===== src/rtl/sync_fifo_ctrl.sv =====
// ============================================================================
// Module      : sync_fifo_ctrl
// Description : Single-clock FIFO controller with registered status flags,
//               sticky error flags and optional first-word fall-through.
// Revision    : 1.0 - initial release
// ============================================================================
`default_nettype none

module sync_fifo_ctrl #(
  parameter int data_width = 8,
  parameter int depth      = 16,
  parameter int af_level   = 14,
  parameter int ae_level   = 2,
  parameter int fwft       = 0
) (
  input  logic                    clk,
  input  logic                    rst,
  input  logic                    clr,
  input  logic [data_width-1:0]   data_in,
  input  logic                    w_en,
  input  logic                    r_en,
  output logic [data_width-1:0]   data_out,
  output logic                    full,
  output logic                    empty,
  output logic                    almost_full,
  output logic                    almost_empty,
  output logic [$clog2(depth):0]  count,
  output logic                    overflow,
  output logic                    underflow
);

  localparam int               c_aw    = $clog2(depth);
  localparam logic [c_aw:0]    c_one   = (c_aw+1)'(1);
  localparam logic [c_aw:0]    c_depth = (c_aw+1)'(depth);
  localparam logic [c_aw:0]    c_af    = (c_aw+1)'(af_level);
  localparam logic [c_aw:0]    c_ae    = (c_aw+1)'(ae_level);

  typedef enum logic [0:0] {
    OUT_EMPTY = 1'b0,
    OUT_VALID = 1'b1
  } out_state_t;

  out_state_t            r_state;
  out_state_t            w_state_nxt;
  logic [c_aw:0]         r_wptr;
  logic [c_aw:0]         r_rptr;
  logic [c_aw:0]         w_count_nxt;
  logic                  w_empty_nxt;
  logic                  w_wr_acc;
  logic                  w_rd_acc;
  logic                  w_store_has;
  logic                  w_load;
  logic [data_width-1:0] r_mem [depth];

  assign w_wr_acc    = w_en & ~full  & ~clr;
  assign w_rd_acc    = r_en & ~empty & ~clr;
  assign w_store_has = (r_rptr != r_wptr);

  // In FWFT mode the output register is refilled whenever it is free or popped.
  always_comb begin
    w_state_nxt = r_state;
    w_load      = 1'b0;
    if (fwft != 0) begin
      w_load = ~clr & w_store_has & ((r_state == OUT_EMPTY) | w_rd_acc);
      if (clr) begin
        w_state_nxt = OUT_EMPTY;
      end else begin
        case (r_state)
          OUT_EMPTY: if (w_store_has)             w_state_nxt = OUT_VALID;
          OUT_VALID: if (w_rd_acc & ~w_store_has) w_state_nxt = OUT_EMPTY;
          default:                                w_state_nxt = OUT_EMPTY;
        endcase
      end
    end else begin
      w_load = w_rd_acc;
    end
  end

  always_comb begin
    w_count_nxt = count;
    if (clr) begin
      w_count_nxt = '0;
    end else if (w_wr_acc & ~w_rd_acc) begin
      w_count_nxt = count + c_one;
    end else if (w_rd_acc & ~w_wr_acc) begin
      w_count_nxt = count - c_one;
    end
    if (fwft != 0) begin
      w_empty_nxt = (w_state_nxt == OUT_EMPTY);
    end else begin
      w_empty_nxt = (w_count_nxt == '0);
    end
  end

  always_ff @(posedge clk or posedge rst) begin
    if (rst) begin
      r_state <= OUT_EMPTY;
    end else begin
      r_state <= w_state_nxt;
    end
  end

  always_ff @(posedge clk or posedge rst) begin
    if (rst) begin
      r_wptr       <= '0;
      r_rptr       <= '0;
      data_out     <= '0;
      count        <= '0;
      full         <= 1'b0;
      empty        <= 1'b1;
      almost_full  <= 1'b0;
      almost_empty <= 1'b1;
      overflow     <= 1'b0;
      underflow    <= 1'b0;
    end else begin
      if (clr) begin
        r_wptr    <= '0;
        r_rptr    <= '0;
        overflow  <= 1'b0;
        underflow <= 1'b0;
      end else begin
        if (w_wr_acc) r_wptr <= r_wptr + c_one;
        if (w_load) begin
          r_rptr   <= r_rptr + c_one;
          data_out <= r_mem[r_rptr[c_aw-1:0]];
        end
        if (w_en & full)  overflow  <= 1'b1;
        if (r_en & empty) underflow <= 1'b1;
      end
      count        <= w_count_nxt;
      full         <= (w_count_nxt == c_depth);
      empty        <= w_empty_nxt;
      almost_full  <= (w_count_nxt >= c_af);
      almost_empty <= (w_count_nxt <= c_ae);
    end
  end

  // Storage is deliberately left without reset; it is only read after a write.
  always_ff @(posedge clk) begin
    if (w_wr_acc & ~rst) begin
      r_mem[r_wptr[c_aw-1:0]] <= data_in;
    end
  end

endmodule

`default_nettype wire


===== config.mk =====
export PLATFORM = sky130hd
export DESIGN_NAME = sync_fifo_ctrl
export DESIGN_NICKNAME = d
export VERILOG_FILES = /design/src/rtl/sync_fifo_ctrl.sv
export SDC_FILE = /design/constraint.sdc
export NUM_CORES = 1
export LEC_CHECK = 0
export BUFFER_PORTS_ARGS = -buffer_cell sky130_fd_sc_hd__buf_4
export CAP_MARGIN = 15
export CORE_MARGIN = 8
export CORE_UTILIZATION = 32
export DETAILED_ROUTE_END_ITERATION = 6
export PLACE_DENSITY = 0.52
export SYNTH_ARGS = -nofsm -noshare
export SYNTH_HDL_FRONTEND = slang
export SYNTH_SLANG_ARGS = --single-unit
export TNS_END_PERCENT = 5

===== constraint.sdc =====
create_clock -name clk -period 2.5 [get_ports clk]
set_input_delay 0.125 -clock clk [delete_from_list [all_inputs] [get_ports clk]]
set_output_delay 0.125 -clock clk [all_outputs]
set_load 0.01 [all_outputs]

Yosys cells after proc, flatten, opt, wreduce, memory -nomap -nowiden
Memories as Yosys holds them, arrays and structs flattened. A register that Yosys moved wholly into a read port is not among the register bits. Index checks and enable logic that the tools add are counted.

Bits in registers: 21. Memory bits (writable): 128. Memories kept: 1. Bits of input ports: 13.

Memories: r_mem (words 16, bits a word 8, read ports 1, clocked after Yosys merged registers in 1, write ports 1, RTL line 53) `logic [data_width-1:0] r_mem [depth];`.

Eq/ne operators: 1. $add $sub $neg: 4. Magnitude comparators: 2. Mux-type cells: 13. Bitwise operators: 15. Reductions and logical operators: 6.

Operators by type and width (number): 5-bit two-way mux (7); 5-bit by 1-bit adder with 5-bit output (second input constant) (3); 1-bit AND (9); 2-bit nonzero test (4); 1-bit two-way mux (6); 1-bit inverter (6); 5-bit equality test (second input constant) (1); 5-bit by 4-bit greater-or-equal comparator with 1-bit output (second input constant) (1); 5-bit by 2-bit <= comparator with 1-bit output (second input constant) (1); 5-bit zero test (1); 5-bit by 1-bit subtractor with 5-bit output (second input constant) (1); 2-bit AND reduction (1).

Longest topological paths before layout
Gate-level depths: netlist (run 1).

Depth after elaboration: 9. Gate-level depth with buffers: 6. Mapped depth without buffers: 6.

Least setup slack after synthesis (run 1)
OpenSTA, ideal clock, no wires.

Kind: reg2reg. From: register full. To: memory r_mem[3][0] (enable). Setup slack: 0.373 ns. Cell stages (with the launch flop): 6. Arrival time: 1.743 ns. Cell sequence: dfrtp_1 nand2b_4 buf_6 nor3_1 nand2_1 nor3_1.

Word-level cells in the longest chain between the ends: 6.

Ends and longest elaborated chain: start, declared (RTL line 23) `output logic full,`; start signal, assigned (RTL line 131) `full <= (w_count_nxt == c_depth);`; 1-bit inverter (RTL line 55) `assign w_wr_acc = w_en & ~full & ~clr;`; 1-bit AND (2 in series) (RTL line 55); 1-bit AND (RTL line 140) `if (w_wr_acc & ~rst) begin`; 1-bit two-way mux (RTL line 140); 1-bit two-way mux (not written as such) (RTL line 141) `r_mem[r_wptr[c_aw-1:0]] <= data_in;`; end, declared (RTL line 53).

Every way passes these cells.

Final worst setup path (run 1)
From: register full. To: memory r_mem[2][3] (enable).

Same word-level chain as after synthesis.

==> results of run 1 <==
==> area by class of cell <==
class / count / area [sq um]
clock buffer: 17 / 425
clock inverter: 15 / 206
fill: 1837 / 11900
inverter: 5 / 18.8
multi-input combinational: 170 / 1700
sequential: 155 / 4520
tap: 265 / 332
timing repair buffer: 56 / 443
==> critical path: stages, from the launching register on <==
cell      delay (ps)
dfrtp_1          420
nand2b_4         220
nor3_1           390
nand2_1          220
nor3_1           180
buf_4            220
==> power by group <==
part           switching, uW  total [uW]  internal [uW]
sequential               123        3060           2940
clock                   1100        2710           1610
combinational            578        1140            557
total                   1800        6910           5110
==> metal layers <==
| layer | global-route usage | part of all wire | vias up |
|---|---|---|---|
| met5 | 0 | 0 | - |
| li1 | - | - | 1486 |
| met4 | 0.0422 | 0.010 | 0 |
| met1 | 0.137 | 0.46 | 1670 |
| met2 | 0.187 | 0.48 | 63 |
| met3 | 0.0310 | 0.046 | 11 |
==> cells in the mapped netlist, types with 2 or more instances <==
| master | n | share of area |
|---|---|---|
| ha_1 | 7 | 0.014 |
| inv_1 | 5 | 0.0029 |
| mux2i_1 | 16 | 0.025 |
| dfrtp_1 | 25 | 0.098 |
| a311oi_1 | 2 | 0.0028 |
| o221ai_1 | 8 | 0.011 |
| nand3_1 | 4 | 0.0031 |
| nand2b_4 | 2 | 0.0043 |
| edfxtp_1 | 128 | 0.60 |
| xnor2_1 | 3 | 0.0041 |
| a21oi_1 | 6 | 0.0047 |
| nand4_1 | 2 | 0.0020 |
| nor2b_1 | 2 | 0.0020 |
| nand2b_1 | 3 | 0.0029 |
| mux4_2 | 32 | 0.11 |
| buf_4 | 4 | 0.0047 |
| clkbuf_1 | 4 | 0.0024 |
| buf_1 | 4 | 0.0024 |
| mux2_4 | 2 | 0.0047 |
| nor2_1 | 26 | 0.015 |
| nor3_1 | 11 | 0.0086 |
| nand2_1 | 21 | 0.012 |
| buf_6 | 2 | 0.0035 |
| nor4_1 | 2 | 0.0020 |
| dfstp_2 | 2 | 0.0083 |
| buf_2 | 5 | 0.0039 |
| o311ai_0 | 2 | 0.0028 |
| xor2_1 | 4 | 0.0055 |
==> flip-flops by register name, summed over array words and instances (netlist names) <==
register and flops:
r_mem 128, data_out 8, count 5, r_rptr 4, r_wptr 4, almost_empty 1
almost_full 1, empty 1, full 1, overflow 1, underflow 1
==> how the worst max path moves through the flow <==
stage,from,to,slack (ps),cells after the start
after CTS,count[0],almost_empty,540,5
after floorplan,full,r_mem[3][0],370,5
after detailed placement,count[0],almost_empty,560,5
after global routing,full,r_mem[3][1],350,5
after global placement,full,r_mem[2][7],620,5
final,full,r_mem[2][3],560,5
==> cells in the final DEF (no fill, tap or decap), drive strengths merged, types with 4 or more instances in the layout <==
cell and n:
a21oi 6, edfxtp 128, nand2 21, clkbuf 17, o221ai 8, nor2 28, nor3 11, buf 52
xor2 4, nand3 4, dlygate4sd3 4, dfrtp 25, mux4 32, inv 11, clkinv 5, nand2b 5
ha 7, mux2i 16
==> cell families (layout without fill, tap and decap cells) <==
family | count (synthesis) | after routing | synth area share
AOI/OAI and AO/OA | 23 | 23 | 0.0275
DFF | 155 | 155 | 0.710
buffers and inverters | 25 | 93 | 0.0230
muxes | 50 | 50 | 0.143
and+or+nand+nor | 83 | 83 | 0.0729
xor gates and xnor gates | 7 | 7 | 0.00963
adders and majority gates | 7 | 7 | 0.0138
==> what timing repair did <==
action                    4_1_cts  5_1_grt
hold buffers                    4        0
hold endpoints to repair       28        0
resized for setup               0        0
==> stage by stage <==
stage	power (uW)	hold WS [ps]	util	worst slack [ps]
after floorplan	3860	176	-	373
after global placement	4250	198	0.357	622
after detailed placement	4270	204	0.357	556
after CTS	6980	5.39	0.392	542
after global routing	7190	14.1	0.392	349
final	6910	20.2	0.392	555
==> impl_metrics.tcl, run 1 <==
set metrics [dict create \
    wl_per_cell_um 19.3 \
    relSlewSlack 0.649 \
    drc_errors 0 \
    tightest_slew_ps 526 \
    coreArea_sq_um 19500 \
    holdPathStages 1 \
    grt_max_degree 36 \
    end_kind "flop" \
    htree_num_levels 4 \
    dieHeight_um 157 \
    netlist_area_sq_um 6370 \
    ir_drop_mv 0.696 \
    wirelength_um 13200 \
    worst_ep_arrival_time_ps 2070 \
    rsz0062_at_grt "no" \
    vias_per_cell 4.73 \
    synth_nets 370 \
    postSynthCellCount 350 \
    skew_ps 8.64 \
    synth_seq_cells 155 \
    final_hold_viol_count 0 \
    dp.cells 647 \
    grt_pass1_vias 3467 \
    fp.dieArea_sq_um 24700 \
    antenna_found_initial 0 \
    place.port_buffers 31 \
    grtUsageTotal 0.112 \
    pin_count 32 \
    maxCapViolCount 0 \
    place_congestion 0.803 \
    die_w_um 157 \
    gr-total-overflow 0 \
    status "finished clean" \
    ctsRootBufferMaster "clkbuf_16" \
    dp_hpwl_um 8340 \
    finalMaxSlewViolations 0 \
    first_pass_iters 4 \
    area_growth_pct 20.1 \
    hold_start "data_in[1]" \
    min_period_ps 1940 \
    fin_area_sq_um 7650 \
    rr_endpoint "r_mem[2][3]" \
    clockBufferDepth 2 \
    hold_path_end "r_mem[13][1]" \
    drtAntennaViolNets 0 \
    post-cts-setup-buffers 0 \
    nets 425 \
    place_area_sq_um 6980 \
    drtIter0Drc 235 \
    cts_tree "yes" \
    drive_above_1_share 0.313 \
    instances_no_fill 683 \
    yosysSeqAreaShare 0.710 \
    setup-tns-final_ps 0 \
    p_leak_uw 0.00258 \
    numCtsBuffers 17 \
    postSynthAreaPerCell_sq_um 18.2 \
    yosys_warnings 0 \
    r2r_start "full" \
    rr_worst_depth 5 \
    rows 51 \
    period_share 0.778 \
    clk_latency_ps 420 \
    setup_viol 0 \
    power_density_nw_per_um2 903 \
    startpoint_type "flop" \
    clk_pin_slew_ps 70 \
    synthFlopType "edfxtp_1" \
    cts.sinks 155 \
    initial_utilization 0.326 \
    clock.fmax_ghz 0.514 \
    reg2reg_slack_ps 560 \
    hp-class "in2reg" \
    crit_fanout 8 \
    num_vias 3230 \
    num_antenna_cells 0 \
    ys_types 44 \
    worstPathRequired_ps 2620 \
    async_reset_ff_frac 0.174 \
    crit_type "reg2reg" \
    synth_edf_count 128 \
    grt_pass1_wl_um 19900 \
]
No activity file was read; power rests on OpenSTA's default activity.
==> inputs of run 2 (changes only) <==
==> constraint.sdc (replaced) <==
create_clock -name clk -period 1.89 [get_ports clk]
set_input_delay 0.0945 -clock clk [delete_from_list [all_inputs] [get_ports clk]]
set_output_delay 0.0945 -clock clk [all_outputs]
set_load 0.01 [all_outputs]
==> run 2 against run 1 <==
  * Sequential power increased by 33%
  * Sequential cell count unchanged
  * Global-route usage increased by 0.10 points
  * Power increased by 30%
  * Critical path depth unchanged
  * Clock skew decreased by 1.7 ps
  * Cell count increased by 2.5%
  * Hold slack got worse by 4.7 ps
==> impl_metrics.tcl, run 2 (synthesized netlist as in run 1, its figures left out) <==
set metrics [dict create \
    place.port_buffers 31 \
    nets 442 \
    switching_power_uw 2320 \
    final_hold_viol_count 0 \
    fp.dieArea_sq_um 24700 \
    critPathBufInv 1 \
    area_growth_pct 22.7 \
    p_leak_uw 0.00265 \
    gr-total-overflow 0 \
    skew_ps 6.92 \
    cts_tree "yes" \
    crit_family "compound AO/OA/AOI/OAI gates" \
    dieHeight_um 157 \
    crit_fanout 7 \
    drive_above_1_share 0.331 \
    status "finished clean" \
    hp-class "in2reg" \
    path_cells "and2b_4 > buf_4 > o311ai_0 > a21oi_1 > nor4b_2" \
    rsz0062_at_grt "yes" \
    grtUsageTotal 0.113 \
    ir_drop_mv 0.654 \
    clk_pin_slew_ps 60 \
    largest_reg_flops 128 \
    rows 51 \
    drtIter0Drc 219 \
    crit_start "empty" \
    initial_utilization 0.326 \
    layout_commonest_cell "edfxtp_1" \
    coreArea_sq_um 19500 \
    tightest_slew_ps 402 \
    period_share 0.965 \
    maxCapViolCount 0 \
    min_period_ps 1820 \
    slowest_stage "dfstp_2" \
    clockBufferDepth 2 \
    relSlewSlack 0.729 \
    post-route-util 0.400 \
    die_w_um 157 \
    grt_pass1_wl_um 20200 \
    r2r_start "empty" \
    setup_viol 0 \
    grt_pass1_vias 3341 \
    finalMaxSlewViolations 0 \
    num_antenna_cells 0 \
    swShare 0.257 \
    cts.sinks 155 \
    power_density_nw_per_um2 1150 \
    htree_num_levels 4 \
    ctsRootBufferMaster "clkbuf_16" \
    crit_type "reg2reg" \
    clk_latency_ps 420 \
    wirelength_um 13200 \
    worst_ep_arrival_time_ps 2150 \
    dp_hpwl_um 8540 \
    wl_per_cell_um 18.9 \
    clkPwrFrac 0.368 \
    place_congestion 0.770 \
    hold_start "data_in[3]" \
    whs_ps 15.5 \
    end_kind "flop" \
    share_comb_of_total_power 0.180 \
    power_frac_seq 0.452 \
    startpoint_type "flop" \
    num_vias 3314 \
    clock.fmax_ghz 0.548 \
    numCtsBuffers 17 \
    pin_count 32 \
    worstPathRequired_ps 2210 \
    drtAntennaViolNets 0 \
    final_cell_mix "edfxtp_1 (128), buf_4 (57), mux4_2 (32), nor2_1 (26), dfrtp_1 (22)" \
    drc_errors 0 \
    grt_max_degree 36 \
    internal-power_uw 6690 \
    vias_per_cell 4.73 \
    first_pass_iters 4 \
    antenna_found_initial 0 \
    max_stage_delay_ps 550 \
]
run 2: routing by layer:
metal,routed length (um),up-vias,global-route usage
met5,0,-,0
met4,142,0,0.0422
met3,570,13,0.0326
met2,6520,63,0.184
met1,5990,1716,0.142
li1,-,1522,-
run 2: power groups by stage:
stage                     logic (uW)  clock network [uW]  registers, uW
after global placement          1570                   0           4130
after global routing            1770                3510           4090
after floorplan                  965                   0           4140
after CTS                       1620                3390           4060
after detailed placement        1600                   0           4120
final                           1620                3320           4070
run 2: per-stage QoR:
stage                     total power, uW  area, sq um  cells  setup TNS [ps]  worst slack, ps
after global placement               5700         7100    656               0              106
final                                9000         7810    700               0             66.0
after CTS                            9070         7770    698               0             19.3
after global routing                 9370         7810    700           -9.84            -4.13
after floorplan                      5100         6370    350           -6490             -236
after detailed placement             5720         7100    656               0             36.1
run 2: path summary, 6_finish.rpt:
| check | to | slack, ps | cells after the start |
|---|---|---|---|
| max in group asynchronous | r_rptr[0] | 1050 | 4 |
| worst max register to register | full | 70 | 5 |
| worst min register to register | overflow | 500 | 2 |
| min in group asynchronous | count[3] | 220 | 3 |
| worst max-delay path | full | 70 | 5 |
| worst min-delay path | r_mem[10][3] | 20 | 1 |
run 2: timing repair:
item                                   in CTS  in global routing
buffers inserted                            0                  2
setup endpoints to repair                   0                 23
hold buffers                               10                  0
endpoints found under the hold margin     123                  0
gates resized for setup                     0                  6
run 2: cell type report:
| cell class | count | area (sq um) |
|---|---|---|
| inverters | 5 | 18.8 |
| fillers | 1831 | 11700 |
| multi-input cells | 170 | 1720 |
| repair buffers | 73 | 639 |
| clock inverters | 12 | 136 |
| well taps | 265 | 332 |
| clock buffers | 20 | 437 |
| flip-flops and latches | 155 | 4530 |
==> inputs of run 3 (changes only) <==
--- a/config.mk
+++ b/config.mk
@@ -10,7 +10,9 @@
 export CORE_MARGIN = 8
 export CORE_UTILIZATION = 32
 export DETAILED_ROUTE_END_ITERATION = 6
+export MAX_ROUTING_LAYER = met4
 export PLACE_DENSITY = 0.52
+export SETUP_SLACK_MARGIN = 0.3
 export SYNTH_ARGS = -nofsm -noshare
 export SYNTH_HDL_FRONTEND = slang
 export SYNTH_SLANG_ARGS = --single-unit
==> run 3 against run 2 <==
  * Register-to-register slack gained 100 ps
  * Clock power rose by 3%
  * First-iteration DRC count is 9.6% higher
  * Sequential cell count did not move
  * Largest cell class unchanged
  * Critical path depth stayed put
  * Clock-buffer cell count shrank 3
  * Worst setup slack improved by 100 ps
  * Fmax is 6.0% higher
  * Clock skew up 3.0 ps
  * Utilization increased by 2.6 points
  * Global-route usage grew 1.4 points
  * Design area rose by 6.5%
==> impl_metrics.tcl, run 3 (synthesized netlist as in run 1, its figures left out) <==
set metrics [dict create \
    status "finished clean" \
    ctsRootBufferMaster "clkbuf_16" \
    antenna_found_initial 0 \
    num_vias 3398 \
    post-route-util 0.426 \
    final_cell_mix "edfxtp_1 (128), buf_4 (56), mux4_2 (32), dfrtp_1 (22)" \
    crit_fanout 5 \
    dieHeight_um 157 \
    wl_per_cell_um 20.1 \
    finalMaxSlewViolations 0 \
    relSlewSlack 0.710 \
    drtAntennaViolNets 0 \
    initial_utilization 0.326 \
    busiest_layer "met2" \
    grtUsageTotal 0.128 \
    ir_drop_mv 0.654 \
    coreArea_sq_um 19500 \
    met2_usage 0.199 \
    die_w_um 157 \
    setup_viol 0 \
    pin_count 32 \
    clockBufferDepth 2 \
    rows 51 \
    p_leak_uw 0.00279 \
    largest_reg_flops 128 \
    wirelength_um 14300 \
    maxCapViolCount 0 \
    drc_errors 0 \
    dp_hpwl_um 9010 \
    vias_per_cell 4.77 \
    htree_num_levels 4 \
    min_period_ps 1720 \
    clk_pin_slew_ps 70 \
    tightest_slew_ps 432 \
    worst_ep_arrival_time_ps 2050 \
    crit_type "reg2reg" \
    nets 455 \
    skew_ps 9.93 \
    dp.cells 651 \
    internal-power_uw 6780 \
    cts_tree "yes" \
    first_pass_iters 4 \
    final_hold_viol_count 0 \
    met3_usage 0.0343 \
    switching_power_uw 2600 \
    share_comb_of_total_power 0.202 \
    hp-class "in2reg" \
    drtIter0Drc 240 \
    drive_above_1_share 0.424 \
    numCtsBuffers 17 \
    layout_commonest_cell "edfxtp_1" \
    fp.dieArea_sq_um 24700 \
    power_frac_seq 0.434 \
    rsz0062_at_grt "yes" \
    clkPwrFrac 0.363 \
    cts.sinks 155 \
    power_density_nw_per_um2 1130 \
    place.port_buffers 31 \
    num_antenna_cells 0 \
    clk_latency_ps 430 \
    grt_pass1_wl_um 22200 \
    startpoint_type "flop" \
    grt_max_degree 36 \
    clock.fmax_ghz 0.581 \
    place_congestion 0.801 \
    grt_pass1_vias 3644 \
    gr-total-overflow 0 \
    swShare 0.277 \
    grtUsageMet1 0.161 \
    period_share 0.910 \
    instances_no_fill 713 \
    worstPathRequired_ps 2220 \
    num-fill-cells 1761 \
    area_growth_pct 30.6 \
    end_kind "flop" \
]
-- run 3: cell types whose count changed in the layout (fill, tap and decap cells not counted), sizes merged --
cell / change
inv: +4
clkbuf: -3
dlygate4sd3: +1
bufinv: -1
buf: +12
-- run 3: area by class of cell --
class	instances	area (sq um)	share of cell area
clock buffer	17	425	0.0512
clock inverter	15	173	0.0208
inverter	5	18.8	0.00226
multi-input combinational	170	1950	0.234
sequential	155	4530	0.544
tap	265	332	0.0399
timing repair buffer	86	893	0.107
-- run 3: power by group through the flow --
| stage | clock network [uW] | logic [uW] | registers (uW) |
|---|---|---|---|
| finish | 3410 | 1900 | 4070 |
| global placement | 0 | 1570 | 4150 |
| detailed placement | 0 | 1590 | 4150 |
| CTS | 3460 | 1850 | 4070 |
| global route | 3620 | 2060 | 4090 |
| floorplan | 0 | 974 | 4140 |
-- run 3: final timing paths --
check,from,cells after the start,slack (ps),end
setup reg to reg,empty,5,170,full
max in group asynchronous,rst,4,1040,r_rptr[0]
min in group asynchronous,rst,3,220,count[2]
hold / removal,w_en,5,130,r_wptr[1]
hold reg to reg,overflow,2,500,overflow
setup / recovery,empty,5,170,full
-- run 3: critical path: stages (launching register included) --
cell      delay, ps
dfstp_2         540
nand2b_4        160
nor2_8           50
a22oi_2         210
mux2_4          380
nor4b_4         290
-- run 3: metrics by stage --
stage | power [uW] | TNS, ps | instance area (sq um) | setup slack, ps | hold WS [ps]
5_1_grt | 9770 | 0 | 8320 | 73.2 | 142
3_5_place_dp | 5740 | -10.4 | 7270 | -10.4 | 119
6_report | 9380 | 0 | 8320 | 170 | 134
4_1_cts | 9380 | 0 | 8220 | 152 | 123
3_3_place_gp | 5710 | 0 | 7270 | 80.6 | 109
2_1_floorplan | 5110 | 0 | 6470 | 173 | 146
-- run 3: timing repair --
action / CTS / global route
endpoints found under the setup margin: 142 / 142
gates resized for setup: 23 / 8
setup buffers: 16 / 3
hold endpoints to repair: 139 / 0
pin swaps: 12 / 5
hold buffers: 11 / 0
-- run 3: layer usage --
metal  vias up  wire length, um
met5         -                0
met4         0              184
met3        20              799
met2        79             6980
met1      1744             6390
li1       1555                -
